## config.mk

```make
export PLATFORM = sky130hd
export DESIGN_NAME = joybus_cmd_sched
export DESIGN_NICKNAME = d
export VERILOG_FILES = /design/src/rtl/joybus_cmd_sched.sv
export SDC_FILE = /design/constraint.sdc
export NUM_CORES = 1
export LEC_CHECK = 0
export ABC_AREA = 1
export BUFFER_PORTS_ARGS = -buffer_cell sky130_fd_sc_hd__buf_2
export CAP_MARGIN = 20
export CORE_MARGIN = 2
export CORE_UTILIZATION = 49
export CTS_CLUSTER_DIAMETER = 80
export DETAILED_ROUTE_END_ITERATION = 7
export GPL_TIMING_DRIVEN = 0
export MAX_ROUTING_LAYER = met4
export PLACE_DENSITY_LB_ADDON = 0.15
export SLEW_MARGIN = 20
export SYNTH_ARGS = -nofsm -noshare
export SYNTH_HDL_FRONTEND = slang
export SYNTH_SLANG_ARGS = --single-unit
```

## constraint.sdc

```tcl
create_clock -name clk -period 4.1 [get_ports clk]
set_input_delay 0.205 -clock clk [delete_from_list [all_inputs] [get_ports clk]]
set_output_delay 0.205 -clock clk [all_outputs]
set_load 0.05 [all_outputs]
```

## src/rtl/joybus_cmd_sched.sv

```systemverilog
// joybus_cmd_sched: arbitrates periodic polls and host commands onto one JOYBUS tx/rx engine pair.
module joybus_cmd_sched #(
   parameter int POLL_CYCLES        = 500000,
   parameter int RSP_TIMEOUT_CYCLES = 2500,
   parameter int MAX_RETRY          = 2,
   parameter int GAP_CYCLES         = 50
) (
   input  logic        clk,
   input  logic        rst_n,
   input  logic        poll_en,
   input  logic        req_valid,
   input  logic [7:0]  req_cmd,
   output logic        req_ready,
   output logic        cmd_rdy,
   output logic [7:0]  cmd_data,
   input  logic        tx_done,
   input  logic        rx_done,
   input  logic [31:0] rx_data,
   output logic        rsp_valid,
   output logic [7:0]  rsp_cmd,
   output logic [31:0] rsp_data,
   output logic        rsp_err,
   output logic [31:0] cntlr_data,
   output logic        cntlr_data_rdy,
   output logic        cntlr_present,
   output logic        busy
);
   localparam int PW = $clog2(POLL_CYCLES + 1);
   localparam int TW = $clog2(RSP_TIMEOUT_CYCLES + 1);
   localparam int GW = $clog2(GAP_CYCLES + 1);
   localparam int AW = $clog2(MAX_RETRY + 2);
   typedef enum logic [2:0] {IDLE, ISSUE, WAIT_TX, WAIT_RX, GAP} state_t;
   state_t        state_q, state_d;
   logic [PW-1:0] poll_cnt_q, poll_cnt_d;
   logic [TW-1:0] to_cnt_q, to_cnt_d;
   logic [GW-1:0] gap_cnt_q, gap_cnt_d;
   logic [AW-1:0] attempt_q, attempt_d;
   logic          poll_pending_q, poll_pending_d;
   logic          last_host_q, last_host_d;
   logic          host_q, host_d;
   logic          retry_q, retry_d;
   logic [7:0]    cmd_q, cmd_d;
   logic          rsp_valid_q, rsp_valid_d;
   logic [7:0]    rsp_cmd_q, rsp_cmd_d;
   logic [31:0]   rsp_data_q, rsp_data_d;
   logic          rsp_err_q, rsp_err_d;
   logic [31:0]   cntlr_data_q, cntlr_data_d;
   logic          cntlr_data_rdy_q, cntlr_data_rdy_d;
   logic          cntlr_present_q, cntlr_present_d;
   logic          poll_wrap, grant_host, grant_poll;
   always_comb begin
      poll_wrap        = poll_en && poll_cnt_q == PW'(POLL_CYCLES - 1);
      grant_host       = state_q == IDLE && req_valid && (!poll_pending_q || !last_host_q);
      grant_poll       = state_q == IDLE && poll_pending_q && (!req_valid || last_host_q);
      poll_cnt_d       = (!poll_en || poll_wrap) ? '0 : poll_cnt_q + 1'b1;
      poll_pending_d   = poll_en && ((poll_pending_q && !grant_poll) || poll_wrap);
      state_d          = state_q;
      to_cnt_d         = to_cnt_q;
      gap_cnt_d        = gap_cnt_q;
      attempt_d        = attempt_q;
      last_host_d      = last_host_q;
      host_d           = host_q;
      retry_d          = retry_q;
      cmd_d            = cmd_q;
      rsp_valid_d      = 1'b0;
      rsp_cmd_d        = rsp_cmd_q;
      rsp_data_d       = rsp_data_q;
      rsp_err_d        = rsp_err_q;
      cntlr_data_d     = cntlr_data_q;
      cntlr_data_rdy_d = 1'b0;
      cntlr_present_d  = cntlr_present_q;
      case (state_q)
         IDLE: if (grant_host || grant_poll) begin
            cmd_d       = grant_host ? req_cmd : 8'h01;
            host_d      = grant_host;
            last_host_d = grant_host;
            attempt_d   = '0;
            state_d     = ISSUE;
         end
         ISSUE: state_d = WAIT_TX;
         WAIT_TX: if (tx_done) begin
            state_d  = WAIT_RX;
            to_cnt_d = '0;
         end
         WAIT_RX: begin
            to_cnt_d = to_cnt_q + 1'b1;
            if (rx_done || to_cnt_q == TW'(RSP_TIMEOUT_CYCLES - 1)) begin
               state_d   = GAP;
               gap_cnt_d = '0;
               retry_d   = 1'b0;
               // a response landing on the expiry cycle still wins over the timeout
               if (rx_done) begin
                  cntlr_present_d  = 1'b1;
                  rsp_valid_d      = host_q;
                  rsp_cmd_d        = host_q ? cmd_q : rsp_cmd_q;
                  rsp_data_d       = host_q ? rx_data : rsp_data_q;
                  rsp_err_d        = host_q ? 1'b0 : rsp_err_q;
                  cntlr_data_d     = host_q ? cntlr_data_q : rx_data;
                  cntlr_data_rdy_d = !host_q;
               end else if (attempt_q != AW'(MAX_RETRY)) begin
                  attempt_d = attempt_q + 1'b1;
                  retry_d   = 1'b1;
               end else begin
                  cntlr_present_d = 1'b0;
                  rsp_valid_d     = host_q;
                  rsp_cmd_d       = host_q ? cmd_q : rsp_cmd_q;
                  rsp_data_d      = host_q ? 32'h0 : rsp_data_q;
                  rsp_err_d       = host_q ? 1'b1 : rsp_err_q;
                  cntlr_data_d    = host_q ? cntlr_data_q : 32'h0;
               end
            end
         end
         GAP: begin
            gap_cnt_d = gap_cnt_q + 1'b1;
            if (gap_cnt_q == GW'(GAP_CYCLES - 1)) state_d = retry_q ? ISSUE : IDLE;
         end
         default: state_d = IDLE;
      endcase
   end
   always_ff @(posedge clk or negedge rst_n) begin
      if (!rst_n) begin
         state_q          <= IDLE;
         poll_cnt_q       <= '0;
         to_cnt_q         <= '0;
         gap_cnt_q        <= '0;
         attempt_q        <= '0;
         poll_pending_q   <= 1'b0;
         last_host_q      <= 1'b0;
         host_q           <= 1'b0;
         retry_q          <= 1'b0;
         cmd_q            <= '0;
         rsp_valid_q      <= 1'b0;
         rsp_cmd_q        <= '0;
         rsp_data_q       <= '0;
         rsp_err_q        <= 1'b0;
         cntlr_data_q     <= '0;
         cntlr_data_rdy_q <= 1'b0;
         cntlr_present_q  <= 1'b0;
      end else begin
         state_q          <= state_d;
         poll_cnt_q       <= poll_cnt_d;
         to_cnt_q         <= to_cnt_d;
         gap_cnt_q        <= gap_cnt_d;
         attempt_q        <= attempt_d;
         poll_pending_q   <= poll_pending_d;
         last_host_q      <= last_host_d;
         host_q           <= host_d;
         retry_q          <= retry_d;
         cmd_q            <= cmd_d;
         rsp_valid_q      <= rsp_valid_d;
         rsp_cmd_q        <= rsp_cmd_d;
         rsp_data_q       <= rsp_data_d;
         rsp_err_q        <= rsp_err_d;
         cntlr_data_q     <= cntlr_data_d;
         cntlr_data_rdy_q <= cntlr_data_rdy_d;
         cntlr_present_q  <= cntlr_present_d;
      end
   end
   assign req_ready      = grant_host && rst_n;
   assign cmd_rdy        = state_q == ISSUE;
   assign cmd_data       = cmd_q;
   assign busy           = state_q != IDLE;
   assign rsp_valid      = rsp_valid_q;
   assign rsp_cmd        = rsp_cmd_q;
   assign rsp_data       = rsp_data_q;
   assign rsp_err        = rsp_err_q;
   assign cntlr_data     = cntlr_data_q;
   assign cntlr_data_rdy = cntlr_data_rdy_q;
   assign cntlr_present  = cntlr_present_q;
endmodule
```

### Word level (Yosys, flattened, before mapping)

Cells that the tools add are included.

* register bits: 129
* input port bits: 46
* output and inout port bits: 87

* add/sub/neg operators: 4
* equality and inequality tests: 15
* mux-type cells: 43
* bitwise logic cells: 1
* reductions and logical operators: 33

Operator list (number)
* $mux 32: 8
* $mux 8: 4
* $pmux 12 s2: 1
* $add 19x1->19 const B: 1
* $eq 19x19->1 const B: 1
* $mux 19: 1
* $mux 1: 16
* $pmux 3 s5: 1
* $ne 2x2->1 const B: 7
* $add 12x1->12 const B: 1
* $eq 12x12->1 const B: 1
* $mux 12: 1
* $mux 3: 4
* $pmux 6 s2: 1
* $reduce_and 4->1: 3
* $logic_and 1x1->1: 8
* $mux 2: 4
* $reduce_and 2->1: 4
* $add 6x1->6 const B: 1
* $eq 3x2->1 const B: 2
* $eq 6x6->1 const B: 1
* $logic_or 1x1->1: 6
* $mux 6: 1
* $reduce_bool 2->1: 3
* 11 further kinds: 15

### Logic depth before layout (Yosys ltp)

Gate-level depths: netlist of run 1.

* depth in word-level cells: 7
* mapped depth: 10

### Worst setup path after synthesis of run 1

Ideal clock, no wire load.

* kind: register to output
* start: register state_q[0]
* end: output req_ready
* arrival time: 1618 ps
* path slack: 2277 ps
* cell stages (with the launch flop): 7
* path through: dfrtp_1 inv_1 nand2_1 nor2_1 nand3_1 buf_2 nor2_1

* word-level cells in the longest chain between the ends: 4

Ends and longest elaborated chain
* start: declaration: line 33 `state_t state_q, state_d;`
* start signal: assignment: line 140 `state_q <= state_d;`
* $logic_not 3->1: line 53 `grant_host = state_q == IDLE && req_valid && (!poll_pending_q || !last_host_q);`
* $logic_and 1x1->1 (2 in a row): line 53
* $logic_and 1x1->1: line 159 `assign req_ready = grant_host && rst_n;`
* end: declaration: line 13 `output logic req_ready,`

No other way between the ends.

### Worst setup path after layout of run 1

* start: input rst_n
* end: output req_ready

* word-level cells in the longest chain between the ends: 1

Ends and longest elaborated chain
* start: declaration: line 9 `input logic rst_n,`
* $logic_and 1x1->1: line 159

No other way between the ends.

==> flow_summary.toml, run 1 <==
[setup_path]
worstPathArrival_ps = 1960
endpoint_kind = "primary output"
cp-startpoint = "rst_n"
reg2reg_depth = 9
required_ps = 3890
start_kind = "primary input"
critPathKind = "primary input to primary output"
cp_max_fo = 86
timing.rr.start = "poll_cnt_q[0]$_DFF_PN0_"

[global_route]
grt_pass1_wl_mm = 25.3
grt_max_degree = 87
grt_pass1_vias = 5333
grt.total_usage = 0.243
grt_antenna_before_repair = 1
grt_remaining_overflow = 0

[clock_tree]
clkLatencyLatePin_ps = 410
cts_made_buffers = 17
cts_num_sinks = 129
root_buffer = "clkbuf_16"
htree_levels = 4
cts_tree = "done"
cts.repair.resized = 0
clk_pin_slew_ps = 60
clk_path_buf_depth = 2

[pwr]
p_leak_nw = 4.47
vdd.ir_drop.worst_mv = 0.230
p_int_mw = 2.23
p_switching_mw = 0.619
power_mw = 2.85
seqPwrFrac = 0.448
clkPwrFrac = 0.512
p_sw_frac = 0.217
combPwrFrac = 0.040
power_density_nw_per_um2 = 369

[drt]
wl_met1_mm = 7.13
antenna_left = 0
vias = 5627
drc_errors = 0
firstDrtPassIters = 5
vias_per_cell = 5.05
routed_wl_mm = 15.3
drt_iter0_markers = 549
met3WireLength_um = 824
wire_per_inst_um = 13.8
wl_met2_mm = 7.09
highest_layer = "met4"

[die]
start_util = 0.499
core-area_um2 = 12500
die_h_um = 117
die-area_um2 = 13700
ioPinCount = 133
rows = 41
die_w_um = 117

[yosys]
syn_inst = 777
synth_area_um2 = 6240
ys_seq_area_frac = 0.517
yosys.area.top_type = "dfrtp_1"
synth_nets = 828
synth_warnings = 0
synth_area_leaders = "dfrtp_1 (52%), nand2_1 (17%), nand4_1 (8.1%), inv_1 (4.8%), nor2_1 (3.8%)"
ys_ff_latch = 129
synth.distinct_cells = 36
post-synth-top-area-fraction = 0.517
synth_area_per_cell_um2 = 8.03

[timing]
timing.fmax_mhz = 462
rsz0062_at_grt = "no"
drv_slew = 0
tightest_slew_ps = 490
fin_crit_sh = 0.528
setup_ws_ps = 1940
clock-skew-final_ps = 9.46
period_minus_slack_ps = 2160
setup_violations = 0
setup_tns_ps = 0
slew_headroom = 0.671
finalHoldViolations = 0

[min_path]
worstHoldStart = "req_cmd[0]"
holdPathStages = 2
worstHoldPathType = "primary input to flop"

[place]
numPortBuffers = 131
dp_worst_setup_slack_ps = 2270
gp_congestion = 0.906
dp_hpwl_mm = 11.0

[finish]
num-fill-cells = 1157
syn_to_final_growth_pct = 23.9
final_cell_mix = "nand2_1 (283), buf_2 (148), dfrtp_1 (129), nand4_1 (81), inv_1 (80)"
final_nets = 980
postLayoutCoreUtil = 0.618
drive_gt1_frac = 0.217
final_common_cell = "nand2_1"

[run_status]
status = "complete, no violations"

[flow_run]
cap_violations = 0
## critical path: stages
cell	delay (ps)
dlygate4sd3_1	570
buf_8	320
buf_16	370
inv_1	80
nor2_1	100
buf_2	260
## power groups by stage
stage | Combinational (mW) | Clock (mW) | Sequential, mW
floorplan | 0.0457 | 0 | 1.30
global placement | 0.110 | 0 | 1.30
detailed placement | 0.114 | 0 | 1.30
CTS | 0.116 | 1.49 | 1.28
global route | 0.130 | 1.54 | 1.28
finish | 0.114 | 1.46 | 1.28
## flip-flops by register name (all words and copies together), names as in the netlist, 2 cells and up
register and cells:
gap_cnt_q 6, attempt_q 2, cntlr_data 32, state_q 3, to_cnt_q 12, cmd_data 8, rsp_cmd 8, poll_cnt_q 19
rsp_data 32
## path summary, 6_finish.rpt
check	slack, ps	to
max	1940	req_ready
min	30	cmd_data[0]$_DFFE_PN0P_
max reg2reg	2260	poll_cnt_q[11]$_DFF_PN0_
min reg2reg	450	poll_cnt_q[0]$_DFF_PN0_
max in group asynchronous	3090	poll_cnt_q[8]$_DFF_PN0_
min in group asynchronous	280	cntlr_data[7]$_DFFE_PN0P_
## layout make-up
type                    count  area (µm²)  area share
multi-input cells         527        2450       0.317
flip-flops and latches    129        3230       0.417
clock buffers              21         460      0.0595
diodes                      1        2.50    0.000324
clock inverters            11         113      0.0146
plain buffers              38         251      0.0325
well taps                 172         215      0.0278
inverters                  83         313      0.0404
repair buffers            133         703      0.0909
## synth_stat cells
master    number
a22oi_1        1
ha_1           5
o21a_1         2
a31oi_1        1
nor3_1         4
o21ai_1        1
inv_2          2
o32ai_1        1
nand3b_1       2
xnor2_1        1
buf_4          5
a21oi_1        8
dfrtp_1      129
buf_2         18
inv_1         80
a21boi_0       2
nand3_1       27
o21ai_0       19
nor2_4         1
nand4_1       81
nand2_1      283
xor2_1         9
o21bai_1       3
or2_2          1
nor2_1        64
nand3_2        2
nand2_2        2
o22ai_1        2
o22a_1         1
a22o_1         1
clkinv_2       1
o211ai_1       1
o21ai_2        1
clkbuf_1       6
nor3b_1        1
buf_6          9
## timing repair
action	in CTS	in global routing
hold endpoints to repair	44	0
setup buffers	0	0
hold buffers	1	0
## metrics by stage
stage / instances / instance area, µm² / hold WS (ps)
2_1_floorplan: 777 / 6240 / -90.6
3_3_place_gp: 1080 / 7110 / 439
3_5_place_dp: 1081 / 7150 / 118
4_1_cts: 1114 / 7730 / 12.9
5_1_grt: 1115 / 7730 / 31.8
6_report: 1115 / 7730 / 25.2
## routing by layer
| layer | vias up | global-route usage |
|---|---|---|
| li1 | 2814 | - |
| met1 | 2628 | 0.323 |
| met2 | 152 | 0.371 |
| met3 | 33 | 0.0515 |
| met4 | 0 | 0.0894 |
| met5 | - | - |
## cell families (layout without fill, tap and decap cells)
| kind of cell | Yosys count | after routing | share of synthesized area |
|---|---|---|---|
| buffers and inverters | 121 | 286 | 0.0904 |
| AO/OA/AOI/OAI | 44 | 44 | 0.0419 |
| XOR/XNOR | 10 | 10 | 0.0140 |
| other | 0 | 1 | 0 |
| adder cells (fa/ha/maj) | 5 | 5 | 0.0100 |
| AND/OR/NAND/NOR | 468 | 468 | 0.326 |
| flip-flops | 129 | 129 | 0.517 |
No activity file was read; power rests on OpenSTA's default activity.
==> run 2, diff against run 1 <==
--- a/config.mk
+++ b/config.mk
@@ -5,11 +5,11 @@
 export SDC_FILE = /design/constraint.sdc
 export NUM_CORES = 1
 export LEC_CHECK = 0
-export ABC_AREA = 1
+export ABC_AREA = 0
 export BUFFER_PORTS_ARGS = -buffer_cell sky130_fd_sc_hd__buf_2
 export CAP_MARGIN = 20
 export CORE_MARGIN = 2
-export CORE_UTILIZATION = 49
+export CORE_UTILIZATION = 48
 export CTS_CLUSTER_DIAMETER = 80
 export DETAILED_ROUTE_END_ITERATION = 7
 export GPL_TIMING_DRIVEN = 0
==> constraint.sdc (replaced) <==
create_clock -name clk -period 1.95 [get_ports clk]
set_input_delay 0.0975 -clock clk [delete_from_list [all_inputs] [get_ports clk]]
set_output_delay 0.0975 -clock clk [all_outputs]
set_load 0.05 [all_outputs]
==> run 2 against run 1 <==
Area after synthesis shrank 13%. Combinational power grew to 54 times the previous value. Core utilization is 6.9 points higher.
==> flow_summary.toml, run 2 <==
[run_status]
status = "complete, no violations"

[clock_tree]
htree_levels = 4
clk_pin_slew_ps = 50
clkLatencyLatePin_ps = 420
cts_made_buffers = 17
clk_path_buf_depth = 2
cts_num_sinks = 129
cts_tree = "done"
root_buffer = "clkbuf_16"

[timing]
period_minus_slack_ps = 1880
timing.fmax_mhz = 531
fin_crit_sh = 0.966
drv_slew = 0
slew_headroom = 0.576
setup_violations = 0
clock-skew-final_ps = 5.75
tightest_slew_ps = 632
rsz0062_at_grt = "yes"
finalHoldViolations = 0

[yosys]
synth_most_common_cell = "dfrtp_1"
synth_area_leaders = "dfrtp_1 (59%), a22o_1 (12%), o21ai_0 (2.4%), a21oi_1 (1.9%), nor2_1 (1.7%)"
synth_warnings = 0
synth.distinct_cells = 57
synth_area_um2 = 5450
yosys.area.top_type = "dfrtp_1"
synth_area_per_cell_um2 = 12.0
synth_nets = 507
post-synth-top-area-fraction = 0.592
synthArstFlopShare = 1.00
syn_inst = 456
ys_ff_latch = 129
synth_edf_count = 0
synthTopCellsByCount = "dfrtp_1 (129), a22o_1 (73), o21ai_0 (26)"
ys.flop_type = "dfrtp_1"
ys_seq_area_frac = 0.592

[finish]
final_cells = 813
num-fill-cells = 796
final_nets = 711
final_common_cell = "buf_2"
syn_to_final_growth_pct = 38.5
final_cell_mix = "buf_2 (134), dfrtp_1 (128), a22o_1 (73), dlygate4sd3_1 (42), o21ai_0 (26)"
fin_area_um2 = 7550
seq_area_um2 = 3230
drive_gt1_frac = 0.327
multi_input_area_um2 = 2130
postLayoutCoreUtil = 0.687
antenna_cells = 0

[min_path]
worstHoldPathType = "primary input to flop"
holdPathStages = 2

[drt]
vias_per_cell = 5.82
wire_per_inst_um = 18.0
antenna_left = 0
routed_wl_mm = 14.6
drt_iter0_markers = 399
vias = 4732
drc_errors = 0
firstDrtPassIters = 5

[pwr]
p_switching_mw = 6.17
clkPwrFrac = 0.237
vdd.ir_drop.worst_mv = 1.72
p_sw_frac = 0.454
p_int_mw = 7.43
power_density_nw_per_um2 = 1800
p_leak_nw = 3.67
seqPwrFrac = 0.307
combPwrFrac = 0.457

[setup_path]
required_ps = 2250
reg2reg_depth = 6
start_kind = "flop"
endpoint_kind = "flop"
worstPathArrival_ps = 2180
cp_max_fo = 7
critPathKind = "flop to flop"

[global_route]
grt.total_usage = 0.251
grt_max_degree = 83
grt_pass1_vias = 4729
grt_antenna_before_repair = 0
grt_pass1_wl_mm = 24.2
grt_remaining_overflow = 0

[place]
dp_cells = 729
dp_hpwl_mm = 9.31
numPortBuffers = 132
gp_congestion = 0.839
dpl_cell_area_um2 = 6320

[die]
die_w_um = 111
ioPinCount = 133
die_h_um = 111
start_util = 0.496
core-area_um2 = 11000
rows = 38
die-area_um2 = 12200

[flow_run]
cap_violations = 0
## run 2: changes by cell type in the layout (fill, tap and decap cells not counted), moves of 8 or more
cell / before / now
a21oi_1: 8 / 21
a22o_1: 1 / 73
buf_2: 148 / 134
dlygate4sd3_1: 1 / 42
inv_1: 80 / 11
mux2_2: 0 / 8
nand2_1: 283 / 13
nand3_1: 27 / 8
nand4_1: 81 / 9
nor2_1: 64 / 25
## run 2: cells by family (layout without fill, tap and decap cells)
kind of cell    Yosys count  count (layout)  synth area share
compound gates          154             154             0.211
simple gates            113             113             0.122
flops                   129             129             0.592
xor+xnor                  9               9            0.0145
mux                       9               9            0.0184
fa+ha+maj                 5               5            0.0115
buf+inv                  37             254            0.0303
## run 2: final cells by class
type / count / area share
flip-flops and latches: 129 / 0.428
multi-input cells: 290 / 0.283
repair buffers: 186 / 0.160
clock buffers: 23 / 0.0620
well taps: 140 / 0.0232
plain buffers: 25 / 0.0217
clock inverters: 9 / 0.0174
inverters: 11 / 0.00547
## run 2: worst paths after layout
kind	slack (ps)	start	endpoint
hold / removal	30	rx_done	cntlr_present$_DFFE_PN0P_
setup / recovery	70	to_cnt_q[0]$_DFFE_PN0P_	rsp_cmd[6]$_DFFE_PN0P_
min in group asynchronous	180	rst_n	rsp_cmd[3]$_DFFE_PN0P_
hold reg to reg	490	cntlr_data[27]$_DFFE_PN0P_	cntlr_data[27]$_DFFE_PN0P_
setup reg to reg	70	to_cnt_q[0]$_DFFE_PN0P_	rsp_cmd[6]$_DFFE_PN0P_
max in group asynchronous	1030	rst_n	to_cnt_q[4]$_DFFE_PN0P_
## run 2: power by group through the flow
stage                     sequential, mW  combinational (mW)  clock, mW
after floorplan                     6.91                1.64          0
after global placement              4.12                5.84          0
after detailed placement            4.16                5.92          0
after CTS                           4.14                6.07       3.27
after global routing                4.27                6.52       3.38
final                               4.17                6.21       3.22
## run 2: repair_timing
action | CTS | global route
setup endpoints to repair | 46 | 81
gates resized for setup | 19 | 26
hold buffers | 42 | 0
buffers inserted | 0 | 9
pin swaps | 0 | 4
hold endpoints to repair | 121 | 0
gates cloned | 1 | 1
## run 2: worst max-delay path: stages, from the launching register on
cell and delay, ps:
dfrtp_1 400, ha_4 160, and4bb_2 290, a41o_1 270, nand3_4 170, buf_6 200
mux2_2 270
## run 2: per-stage QoR
stage	total power, mW	hold WS (ps)	worst slack [ps]	TNS [ps]
floorplan	8.55	-198	151	0
global placement	9.96	323	-956	-111620
detailed placement	10.1	67.4	-218	-4000
CTS	13.5	1.14	-56.1	-534
global route	14.2	40.4	-33.9	-158
finish	13.6	34.4	66.8	0
## run 2: layer usage
metal	GRT usage	up-vias	share of wire
met1	0.319	2393	0.43
met2	0.393	168	0.49
met3	0.0708	31	0.054
met5	-	-	0
li1	-	2140	-
met4	0.0833	0	0.018
